### src/rtl/uart_tx_scheduler.sv
// Round-robin arbiter feeding a single 8N1 UART serializer. Bit timing comes
// entirely from the external txclk_en strobe; tx is a registered output.
module uart_tx_scheduler #(
    parameter int NUM_REQ = 2
) (
    input  logic                 clk_50m,
    input  logic                 rst_n,
    input  logic                 txclk_en,
    input  logic [NUM_REQ-1:0]   req_valid,
    input  logic [NUM_REQ*8-1:0] req_data,
    output logic [NUM_REQ-1:0]   req_ready,
    output logic                 tx,
    output logic                 busy,
    output logic [1:0]           grant_id
);

    typedef enum logic [1:0] {IDLE, WAIT_START, DATA, STOP} state_e;

    state_e      state_q, state_d;
    logic [7:0]  shift_q, shift_d;
    logic [3:0]  cnt_q,   cnt_d;
    logic        tx_q,    tx_d;
    logic [1:0]  grant_q, grant_d;
    logic [1:0]  ptr_q,   ptr_d;

    logic        win_found;
    logic [1:0]  win_idx;
    logic [7:0]  win_data;

    // Scan from the requester after the last winner, wrapping at NUM_REQ.
    always_comb begin
        win_found = 1'b0;
        win_idx   = '0;
        for (int i = 1; i <= NUM_REQ; i++) begin
            for (int j = 0; j < NUM_REQ; j++) begin
                if (!win_found && req_valid[j] && (j == (int'(ptr_q) + i) % NUM_REQ)) begin
                    win_found = 1'b1;
                    win_idx   = 2'(j);
                end
            end
        end
    end

    always_comb begin
        win_data = '0;
        for (int j = 0; j < NUM_REQ; j++) begin
            if (win_idx == 2'(j)) win_data = req_data[8*j +: 8];
        end
    end

    // Gated by rst_n so the handshake is dead while reset is held.
    always_comb begin
        req_ready = '0;
        if (rst_n && state_q == IDLE && win_found) begin
            for (int j = 0; j < NUM_REQ; j++) begin
                if (win_idx == 2'(j)) req_ready[j] = 1'b1;
            end
        end
    end

    always_comb begin
        state_d = state_q;
        shift_d = shift_q;
        cnt_d   = cnt_q;
        tx_d    = tx_q;
        grant_d = grant_q;
        ptr_d   = ptr_q;
        case (state_q)
            IDLE: begin
                tx_d = 1'b1;
                if (win_found) begin
                    shift_d = win_data;
                    grant_d = win_idx;
                    ptr_d   = win_idx;
                    state_d = WAIT_START;
                end
            end
            WAIT_START: begin
                if (txclk_en) begin
                    tx_d    = 1'b0;
                    cnt_d   = 4'd0;
                    state_d = DATA;
                end
            end
            DATA: begin
                if (txclk_en) begin
                    tx_d    = shift_q[0];
                    shift_d = {1'b0, shift_q[7:1]};
                    cnt_d   = cnt_q + 4'd1;
                    if (cnt_q == 4'd7) state_d = STOP;
                end
            end
            STOP: begin
                // cnt 8: stop bit not yet on the line; cnt 9: stop bit has run its period.
                if (txclk_en) begin
                    if (cnt_q == 4'd8) begin
                        tx_d  = 1'b1;
                        cnt_d = 4'd9;
                    end else begin
                        state_d = IDLE;
                    end
                end
            end
            default: state_d = IDLE;
        endcase
    end

    always_ff @(posedge clk_50m or negedge rst_n) begin
        if (!rst_n) begin
            state_q <= IDLE;
            shift_q <= '0;
            cnt_q   <= '0;
            tx_q    <= 1'b1;
            grant_q <= '0;
            ptr_q   <= 2'(NUM_REQ - 1);
        end else begin
            state_q <= state_d;
            shift_q <= shift_d;
            cnt_q   <= cnt_d;
            tx_q    <= tx_d;
            grant_q <= grant_d;
            ptr_q   <= ptr_d;
        end
    end

    assign tx       = tx_q;
    assign busy     = (state_q != IDLE);
    assign grant_id = grant_q;

endmodule

### config.mk
export PLATFORM = sky130hd
export DESIGN_NAME = uart_tx_scheduler
export DESIGN_NICKNAME = d
export VERILOG_FILES = /design/src/rtl/uart_tx_scheduler.sv
export SDC_FILE = /design/constraint.sdc
export NUM_CORES = 1
export LEC_CHECK = 0
export CORE_UTILIZATION = 30
export CTS_CLUSTER_SIZE = 28
export DETAILED_ROUTE_END_ITERATION = 7
export REMOVE_ABC_BUFFERS = 1
export SYNTH_ARGS = -nofsm -noshare
export SYNTH_HDL_FRONTEND = slang
export SYNTH_SLANG_ARGS = --single-unit
### constraint.sdc
create_clock -name clk_50m -period 1.8 [get_ports clk_50m]
set_input_delay 0.36 -clock clk_50m [delete_from_list [all_inputs] [get_ports clk_50m]]
set_output_delay 0.36 -clock clk_50m [all_outputs]
set_load 0.02 [all_outputs]
==> results of run 1 <==
through the flow:
stage | total power (W) | util [%]
after detailed placement | 0.00224 | 44.8
final | 0.00259 | 47.7
after global routing | 0.00283 | 47.7
after global placement | 0.00219 | 44.8
after floorplan | 0.00161 | -
after CTS | 0.00250 | 46.3
critical path: cells and delay by family, from the launching register on:
kind	cells	cell delay [ps]
buffers and inverters	1	140
flip-flops	1	410
AND/OR/NAND/NOR	1	410
AO/OA/AOI/OAI	3	620
adder cells (fa/ha/maj)	1	150
logic make-up after synthesis:
group / Yosys count / synth area share [%]
simple gates: 29 / 12.7
other cells: 1 / 0.345
flops: 17 / 39.4
compound gates: 27 / 17.4
mux: 18 / 17.5
fa+ha+maj: 7 / 8.05
buf+inv: 12 / 4.72
metal layers:
layer	vias to the layer above	wire [um]	share of wire [%]	GRT usage, %
li1	481	-	-	-
met1	440	1070	44	15.7
met2	16	1240	51	24.9
met3	2	92	3.8	1.84
met4	0	19	0.78	4.36
met5	-	0	0	0
area by class of cell:
cell class	instances	area, um^2
inverter	8	30.0
timing repair buffer	46	409
multi-input combinational	82	676
fill	341	1790
clock inverter	1	5.00
clock buffer	3	22.5
sequential	17	428
tap	46	57.6
path summary, 6_finish.rpt:
check	cells after the start	start	to	slack, ps
min reg2reg	2	shift_q[3]$_DFFE_PN0P_	shift_q[3]$_DFFE_PN0P_	490
max	6	state_q[1]$_DFFE_PN0P_	cnt_q[2]$_DFFE_PN0P_	-30
max reg2reg	6	state_q[1]$_DFFE_PN0P_	cnt_q[2]$_DFFE_PN0P_	-30
min in group clk_50m	2	shift_q[3]$_DFFE_PN0P_	shift_q[3]$_DFFE_PN0P_	490
min	2	rst_n	state_q[1]$_DFFE_PN0P_	420
max in group asynchronous	2	rst_n	ptr_q[0]$_DFFE_PN1P_	1060
registers in the layout, summed over array words and instances, names as in the netlist:
register and count:
shift_q 8, state_q 2, tx 1, grant_id 1
cnt_q 4, ptr_q 1
power by group through the flow:
stage	Combinational [W]	Sequential [W]	Clock [W]
CTS	0.00159	0.000701	0.000214
floorplan	0.000892	0.000713	0
finish	0.00167	0.000715	0.000205
global placement	0.00149	0.000698	0
global route	0.00186	0.000737	0.000234
detailed placement	0.00153	0.000709	0
placed cells by master (no fill, tap or decap), types with 3 or more instances in the layout:
cell type         n
clkbuf_4          3
ha_1              3
o21ai_0           7
buf_6             3
ha_4              3
nand2_1          11
o21ai_1           3
buf_4            19
a21oi_1           6
mux2i_1          10
mux2_2            8
dfrtp_1          15
inv_2             3
nand3_1           3
clkdlybuf4s50_1  21
inv_1             5
nor2_1            6
repair_timing:
item | 4_1_cts | 5_1_grt
endpoints found under the setup margin | 9 | 10
gates resized for setup | 16 | 15
pin swaps | 1 | 5
hold endpoints to repair | 0 | 0
==> impl_metrics.yaml, run 1 <==
run_status:
  status: "finished, violations left"
  violations: "negative setup slack"
sta:
  setup_viol: 1
  finalHoldViolCount: 0
  timing.final.crit_share_pct: 101
  max_freq_ghz: 0.548
  finalWorstSetupSlack_ps: -26.5
  final.min_clock_period_ps: 1830
  grt_setup_unrepaired: "true"
  finClkSkew_ps: 1.71
  setup_tns_ps: -26.5
  finalMaxSlewViolations: 0
  fin_hold_ws_ps: 424
synthesis:
  yosysMostFrequentCell: "dfrtp_1"
  synth_top_area_share_pct: 34.5
  yosysUniqueCellTypes: 32
  async_flop_share_pct: 100
  synthTopCellsByCount: "15 x dfrtp_1, 11 x nand2_1, 10 x mux2i_1"
  syn_inst: 111
  ys_seq_area_share_pct: 39.4
  synth_area_per_cell_um2: 9.80
  yosys.area.top_type: "dfrtp_1"
  ys.flop_type: "dfrtp_1"
  synth-edff-count: 0
  synth-seq-cells: 17
  netlist_area_um2: 1090
  yosys-top-cells-area: "dfrtp_1 35%, mux2i_1 9.2%, mux2_2 8.3%"
  yosys_warnings: 0
layout:
  area_growth_pct: 49.7
  postLayoutCellArea_um2: 1630
  finalNonFillerCells: 203
  nNetsFinal: 186
  layout-drive-gt1-share_pct: 33.1
  n_antenna_cell: 0
placed_design:
  hpwlAfterDp_um: 1920
  dp_cells: 199
  place_area_um2: 1530
  port-buffer-count: 25
  gp_routability_congestion: 0.767
  preCtsSetupSlack_ps: -357
detailed_routing:
  vias: 939
  route.antenna.remaining_nets: 0
  drc: 0
  first_iter_violations: 17
  wl_per_cell_um: 11.9
  drt_first_pass_iters: 4
  via_per_inst: 4.63
  drt_wl_total_um: 2420
die:
  die_x_um: 62.2
  fp.dieH_um: 62.2
  core_area_um2: 3420
  ios: 27
  die_area_um2: 3870
  start_util_pct: 31.8
  rows: 21
setup_path:
  cpPeakStageDelay_ps: 410
  crit_type: "register to register"
  cp.arrival_ps: 2010
  worstPathRequired_ps: 1980
  crit_chain: "buf_6, ha_4, or3_4, a221oi_4, o21ai_1, a32o_1"
  cp_max_fo: 3
  crit_path_start_kind: "register"
  worstSetupEndpointType: "register"
  slowest_stage: "dfrtp_1"
cts:
  path_clk_slew_ps: 100
  clock_latency_ps: 280
  post_cts_buffers: 0
  root_buffer: "clkbuf_4"
  cts_sinks: 17
  cts_max_path_buffers: 2
  tritoncts: "built"
  htreeDepth: 1
  cts_made_buffers: 3
  postCtsHoldBufs: 0
power:
  swShare_pct: 41.2
  sequentialPowerShare_pct: 27.6
  clock_power_share_pct: 7.9
  switching_power_w: 0.00107
  p_leak_nw: 0.738
  power_density_nw_per_um2: 1590
  pwr-share-comb_pct: 64.5
  internal_power_w: 0.00153
  ir_drop_mv: 0.519
global_routing:
  grt_max_degree: 16
  antenna_found_initial: 0
  grt_pass1_vias: 989
  grt_pass1_wl_um: 4200
  grt_usage_pct: 13.4
  grt_overflow_total: 0
flow_run:
  max_cap_viol_count: 0
min_path:
  worstHoldPathType: "input port to asynchronous set/reset pin"
Note: power is estimated with default switching activity, not from simulation.
==> run 2: changes to the inputs <==
==> constraint.sdc (replaced) <==
create_clock -name clk_50m -period 1.6 [get_ports clk_50m]
set_input_delay 0.32 -clock clk_50m [delete_from_list [all_inputs] [get_ports clk_50m]]
set_output_delay 0.32 -clock clk_50m [all_outputs]
set_load 0.02 [all_outputs]
==> impl_metrics.yaml, run 2 (synthesized netlist as in run 1, its figures left out) <==
global_routing:
  antenna_found_initial: 0
  grt_pass1_vias: 940
  grt_max_degree: 16
  grt_pass1_wl_um: 4150
  grt_overflow_total: 0
  grt_usage_pct: 13.7
placed_design:
  place_area_um2: 1510
  gp_routability_congestion: 0.752
  port-buffer-count: 25
  hpwlAfterDp_um: 1830
  preCtsSetupSlack_ps: -443
detailed_routing:
  drt_first_pass_iters: 4
  drt_wl_total_um: 2630
  via_per_inst: 4.69
  wl_per_cell_um: 12.8
  route.antenna.remaining_nets: 0
  first_iter_violations: 14
  drc: 0
  vias: 967
power:
  clock_power_share_pct: 7.3
  switching_power_w: 0.00127
  internal_power_w: 0.00180
  p_leak_nw: 0.769
  finalPower_w: 0.00307
  pwr-share-comb_pct: 66.1
  swShare_pct: 41.4
  sequentialPowerShare_pct: 26.6
  power_density_nw_per_um2: 1810
  ir_drop_mv: 0.781
layout:
  nNetsFinal: 189
  final_common_cell: "buf_4"
  top_regs: "shift_q (8), cnt_q (4), state_q (2)"
  postLayoutCellArea_um2: 1690
  area_growth_pct: 55.6
  n_antenna_cell: 0
  final_cell_mix: "22 x buf_4, 20 x clkdlybuf4s50_1, 14 x dfrtp_1"
  layout-drive-gt1-share_pct: 38.1
  largest_reg_flops: 8
  n_fill_cell: 337
  regMostFlops: "shift_q"
die:
  start_util_pct: 31.8
  ios: 27
  core_area_um2: 3420
  die_area_um2: 3870
  rows: 21
  die_x_um: 62.2
  fp.dieH_um: 62.2
cts:
  root_buffer: "clkbuf_4"
  tritoncts: "built"
  clock_latency_ps: 280
  cts_max_path_buffers: 2
  cts_made_buffers: 3
  htreeDepth: 1
  path_clk_slew_ps: 100
  cts_sinks: 17
sta:
  final.min_clock_period_ps: 1770
  finalMaxSlewViolations: 0
  finalHoldViolCount: 0
  finClkSkew_ps: 4.86
  grt_setup_unrepaired: "true"
  finalWorstSetupSlack_ps: -169
  fin_hold_ws_ps: 415
  setup_viol: 17
  max_freq_ghz: 0.565
  setup_tns_ps: -1400
  timing.final.crit_share_pct: 111
setup_path:
  worstSetupEndpointType: "register"
  startpoint: "state_q[0]$_DFFE_PN0P_"
  cp_max_fo: 3
  slowest_stage: "dfrtp_2"
  crit_path_start_kind: "register"
  crit_type: "register to register"
  cp.arrival_ps: 1950
  crit_chain: "buf_6, ha_4, or3_4, a221oi_4, o21ai_1, a32o_1"
  reg2reg_from: "state_q[0]$_DFFE_PN0P_"
  cpPeakStageDelay_ps: 470
  worstPathRequired_ps: 1780
min_path:
  worstHoldPathType: "input port to asynchronous set/reset pin"
flow_run:
  max_cap_viol_count: 0
run_status:
  violations: "negative setup slack"
  status: "finished, violations left"
[run 2: cell count changes in the layout (fill, tap and decap cells not counted), sizes merged]
cell / change
clkbuf: +1
clkinv: -1
clkdlybuf4s50: -1
a211o: +1
buf: +3
dlymetal6s2s: +1
dlygate4sd2: -1
[run 2: power by group through the flow]
stage          sequential [W]  combinational, W  clock [W]
5_1_grt              0.000846           0.00219   0.000263
6_report             0.000816           0.00203   0.000224
3_3_place_gp         0.000793           0.00160          0
4_1_cts              0.000798           0.00191   0.000235
3_5_place_dp         0.000803           0.00164          0
2_1_floorplan        0.000802           0.00100          0
[run 2: final cells by class]
class                           instances  area, um^2  share of cell area [%]
Multi-Input combinational cell         83         718                    42.5
Sequential cell                        17         429                    25.4
Timing Repair Buffer                   48         425                    25.1
Tap cell                               46        57.6                    3.40
Inverter                                8        35.0                    2.07
Clock buffer                            4        26.3                    1.55
[run 2: path summary, 6_finish.rpt]
| path | to | slack (ps) | depth (start not counted) |
|---|---|---|---|
| max | cnt_q[2]$_DFFE_PN0P_ | -170 | 6 |
| min | state_q[0]$_DFFE_PN0P_ | 410 | 2 |
| max reg2reg | cnt_q[2]$_DFFE_PN0P_ | -170 | 6 |
| min reg2reg | shift_q[3]$_DFFE_PN0P_ | 490 | 2 |
| max in group asynchronous | tx$_DFFE_PN1P_ | 860 | 2 |
| min in group clk_50m | shift_q[3]$_DFFE_PN0P_ | 490 | 2 |
[run 2: per-layer routing]
layer / track usage, % / up-vias / part of all wire, %
met1: 15.8 / 456 / 46
met2: 25.1 / 16 / 51
li1: - / 493 / -
met3: 2.57 / 2 / 2.5
met4: 4.36 / 0 / 0.65
met5: 0 / - / 0
[run 2: stage by stage]
| step | std cells | utilization [%] |
|---|---|---|
| after floorplan | 107 | - |
| after global placement | 196 | 44.2 |
| after detailed placement | 196 | 44.2 |
| after CTS | 204 | 48.1 |
| after global routing | 206 | 49.5 |
| final | 206 | 49.5 |
[run 2: worst max-delay path: cells and delay by family (launching register included)]
kind / cells / cell delay (ps)
AOI/OAI and AO/OA: 3 / 560
buffers and inverters: 1 / 140
DFF: 1 / 470
and+or+nand+nor: 1 / 350
adders and majority gates: 1 / 150
[run 2: repair_timing]
action | in CTS | in global routing
hold endpoints to repair | 0 | 0
buffers inserted | 3 | 2
pin swaps | 3 | 2
resized for setup | 34 | 14
setup endpoints to repair | 19 | 19
cloned | 1 | 0
hold buffers | 0 | 0
==> run 3: changes to the inputs <==
--- a/config.mk
+++ b/config.mk
@@ -6,6 +6,7 @@
 export NUM_CORES = 1
 export LEC_CHECK = 0
 export CORE_UTILIZATION = 30
+export CTS_BUF_LIST = sky130_fd_sc_hd__clkbuf_8
 export CTS_CLUSTER_SIZE = 28
 export DETAILED_ROUTE_END_ITERATION = 7
 export REMOVE_ABC_BUFFERS = 1
==> impl_metrics.yaml, run 3 (synthesized netlist as in run 1, its figures left out) <==
layout:
  top_regs: "shift_q (8), cnt_q (4), state_q (2)"
  n_antenna_cell: 0
  area_growth_pct: 64.8
  regMostFlops: "shift_q"
  fin_util_pct: 52.5
  layout-drive-gt1-share_pct: 45.3
  largest_reg_flops: 8
  final_cell_mix: "21 x clkdlybuf4s50_1, 20 x buf_4, 14 x dfrtp_1"
  final_common_cell: "clkdlybuf4s50_1"
  nNetsFinal: 190
global_routing:
  grt_overflow_total: 0
  grt_pass1_vias: 962
  grt_usage_pct: 13.5
  grt_max_degree: 16
  grt_pass1_wl_um: 4150
  antenna_found_initial: 0
setup_path:
  worstPathRequired_ps: 1770
  worstSetupEndpointType: "register"
  r2r_slack_ps: -160
  crit_type: "register to register"
  cp_max_fo: 5
  ff2ff_path_depth: 7
  crit_path_start_kind: "register"
  timing.rr.end: "cnt_q[0]$_DFFE_PN0P_"
  reg2reg_from: "state_q[1]$_DFFE_PN0P_"
  cp.arrival_ps: 1930
sta:
  final.min_clock_period_ps: 1760
  finalMaxSlewViolations: 0
  finalHoldViolCount: 0
  max_freq_ghz: 0.569
  fin_hold_ws_ps: 468
  finalWorstSetupSlack_ps: -158
  timing.final.crit_share_pct: 110
  finClkSkew_ps: 0.889
  grt_setup_unrepaired: "true"
  setup_viol: 11
cts:
  root_buffer: "clkbuf_8"
  htreeDepth: 1
  clock_latency_ps: 250
  cts_sinks: 17
  path_clk_slew_ps: 70
  cts_max_path_buffers: 2
  tritoncts: "built"
  cts_made_buffers: 3
detailed_routing:
  drc: 0
  drt_first_pass_iters: 4
  wl_per_cell_um: 13.4
  route.antenna.remaining_nets: 0
  first_iter_violations: 14
  drt_wl_total_um: 2770
  vias: 991
  via_per_inst: 4.79
die:
  fp.dieH_um: 62.2
  rows: 21
  die_area_um2: 3870
  start_util_pct: 31.8
  core_area_um2: 3420
  ios: 27
  die_x_um: 62.2
power:
  power_density_nw_per_um2: 1890
  ir_drop_mv: 0.865
  p_leak_nw: 0.791
placed_design:
  hpwlAfterDp_um: 1830
  port-buffer-count: 25
  gp_routability_congestion: 0.752
  preCtsSetupSlack_ps: -443
run_status:
  violations: "negative setup slack"
  status: "finished, violations left"
flow_run:
  max_cap_viol_count: 0
min_path:
  worstHoldPathType: "input port to asynchronous set/reset pin"
[run 3: cell types whose count changed in the layout (fill, tap and decap cells not counted), sizes merged]
cell | before | now
clkdlybuf4s50 | 20 | 21
dlymetal6s2s | 1 | 0
inv | 8 | 9
[run 3: what timing repair did]
item                                    CTS  global route
gates resized for setup                  29            41
setup buffers                             2             4
pin swaps                                 2            13
endpoints found under the setup margin   19            18
cloned                                    1             0
hold buffers                              0             0
[run 3: report_power, final]
part           internal [W]  total (W)  switching, W
registers          0.000660   0.000839      0.000179
clock network      0.000170   0.000314      0.000144
logic               0.00116    0.00224       0.00108
total               0.00199    0.00339       0.00140
[run 3: layout make-up]
class,instances,area (um^2)
Timing Repair Buffer,49,442
Multi-Input combinational cell,83,783
Clock inverter,1,3.75
Tap cell,46,57.6
Sequential cell,17,429
Fill cell,319,1620
Inverter,8,35.0
Clock buffer,3,41.3
[run 3: how the worst max path moves through the flow]
stage / startpoint / to / slack [ps]
6_report: state_q[1]$_DFFE_PN0P_ / cnt_q[0]$_DFFE_PN0P_ / -160
5_1_grt: state_q[1]$_DFFE_PN0P_ / cnt_q[0]$_DFFE_PN0P_ / -210
4_1_cts: state_q[1]$_DFFE_PN0P_ / cnt_q[0]$_DFFE_PN0P_ / -170
3_5_place_dp: req_valid[1] / req_ready[1] / -440
3_3_place_gp: req_valid[1] / req_ready[1] / -430
2_1_floorplan: state_q[0]$_DFFE_PN0P_ / cnt_q[2]$_DFFE_PN0P_ / -270
[run 3: per-layer routing]
| metal | part of all wire, % | global-route usage (%) |
|---|---|---|
| met1 | 43 | 15.7 |
| met2 | 53 | 25.3 |
| met3 | 2.9 | 2.02 |
| met4 | 1.2 | 4.36 |
| met5 | 0 | 0 |
[run 3: critical path: stages (launching register included)]
cell and delay (ps):
dfrtp_2 420, inv_2 70, ha_2 180, or3_4 410, a221oi_4 250, buf_4 170
nor2_1 40, a21oi_1 130
[run 3: metrics by stage]
stage | instance area, um^2 | TNS (ps) | total power [W] | instances
after global routing | 1790 | -1640 | 0.00363 | 207
after floorplan | 1070 | -842 | 0.00181 | 107
after CTS | 1640 | -755 | 0.00300 | 203
after global placement | 1510 | -3850 | 0.00239 | 196
after detailed placement | 1510 | -4340 | 0.00244 | 196
final | 1790 | -746 | 0.00339 | 207
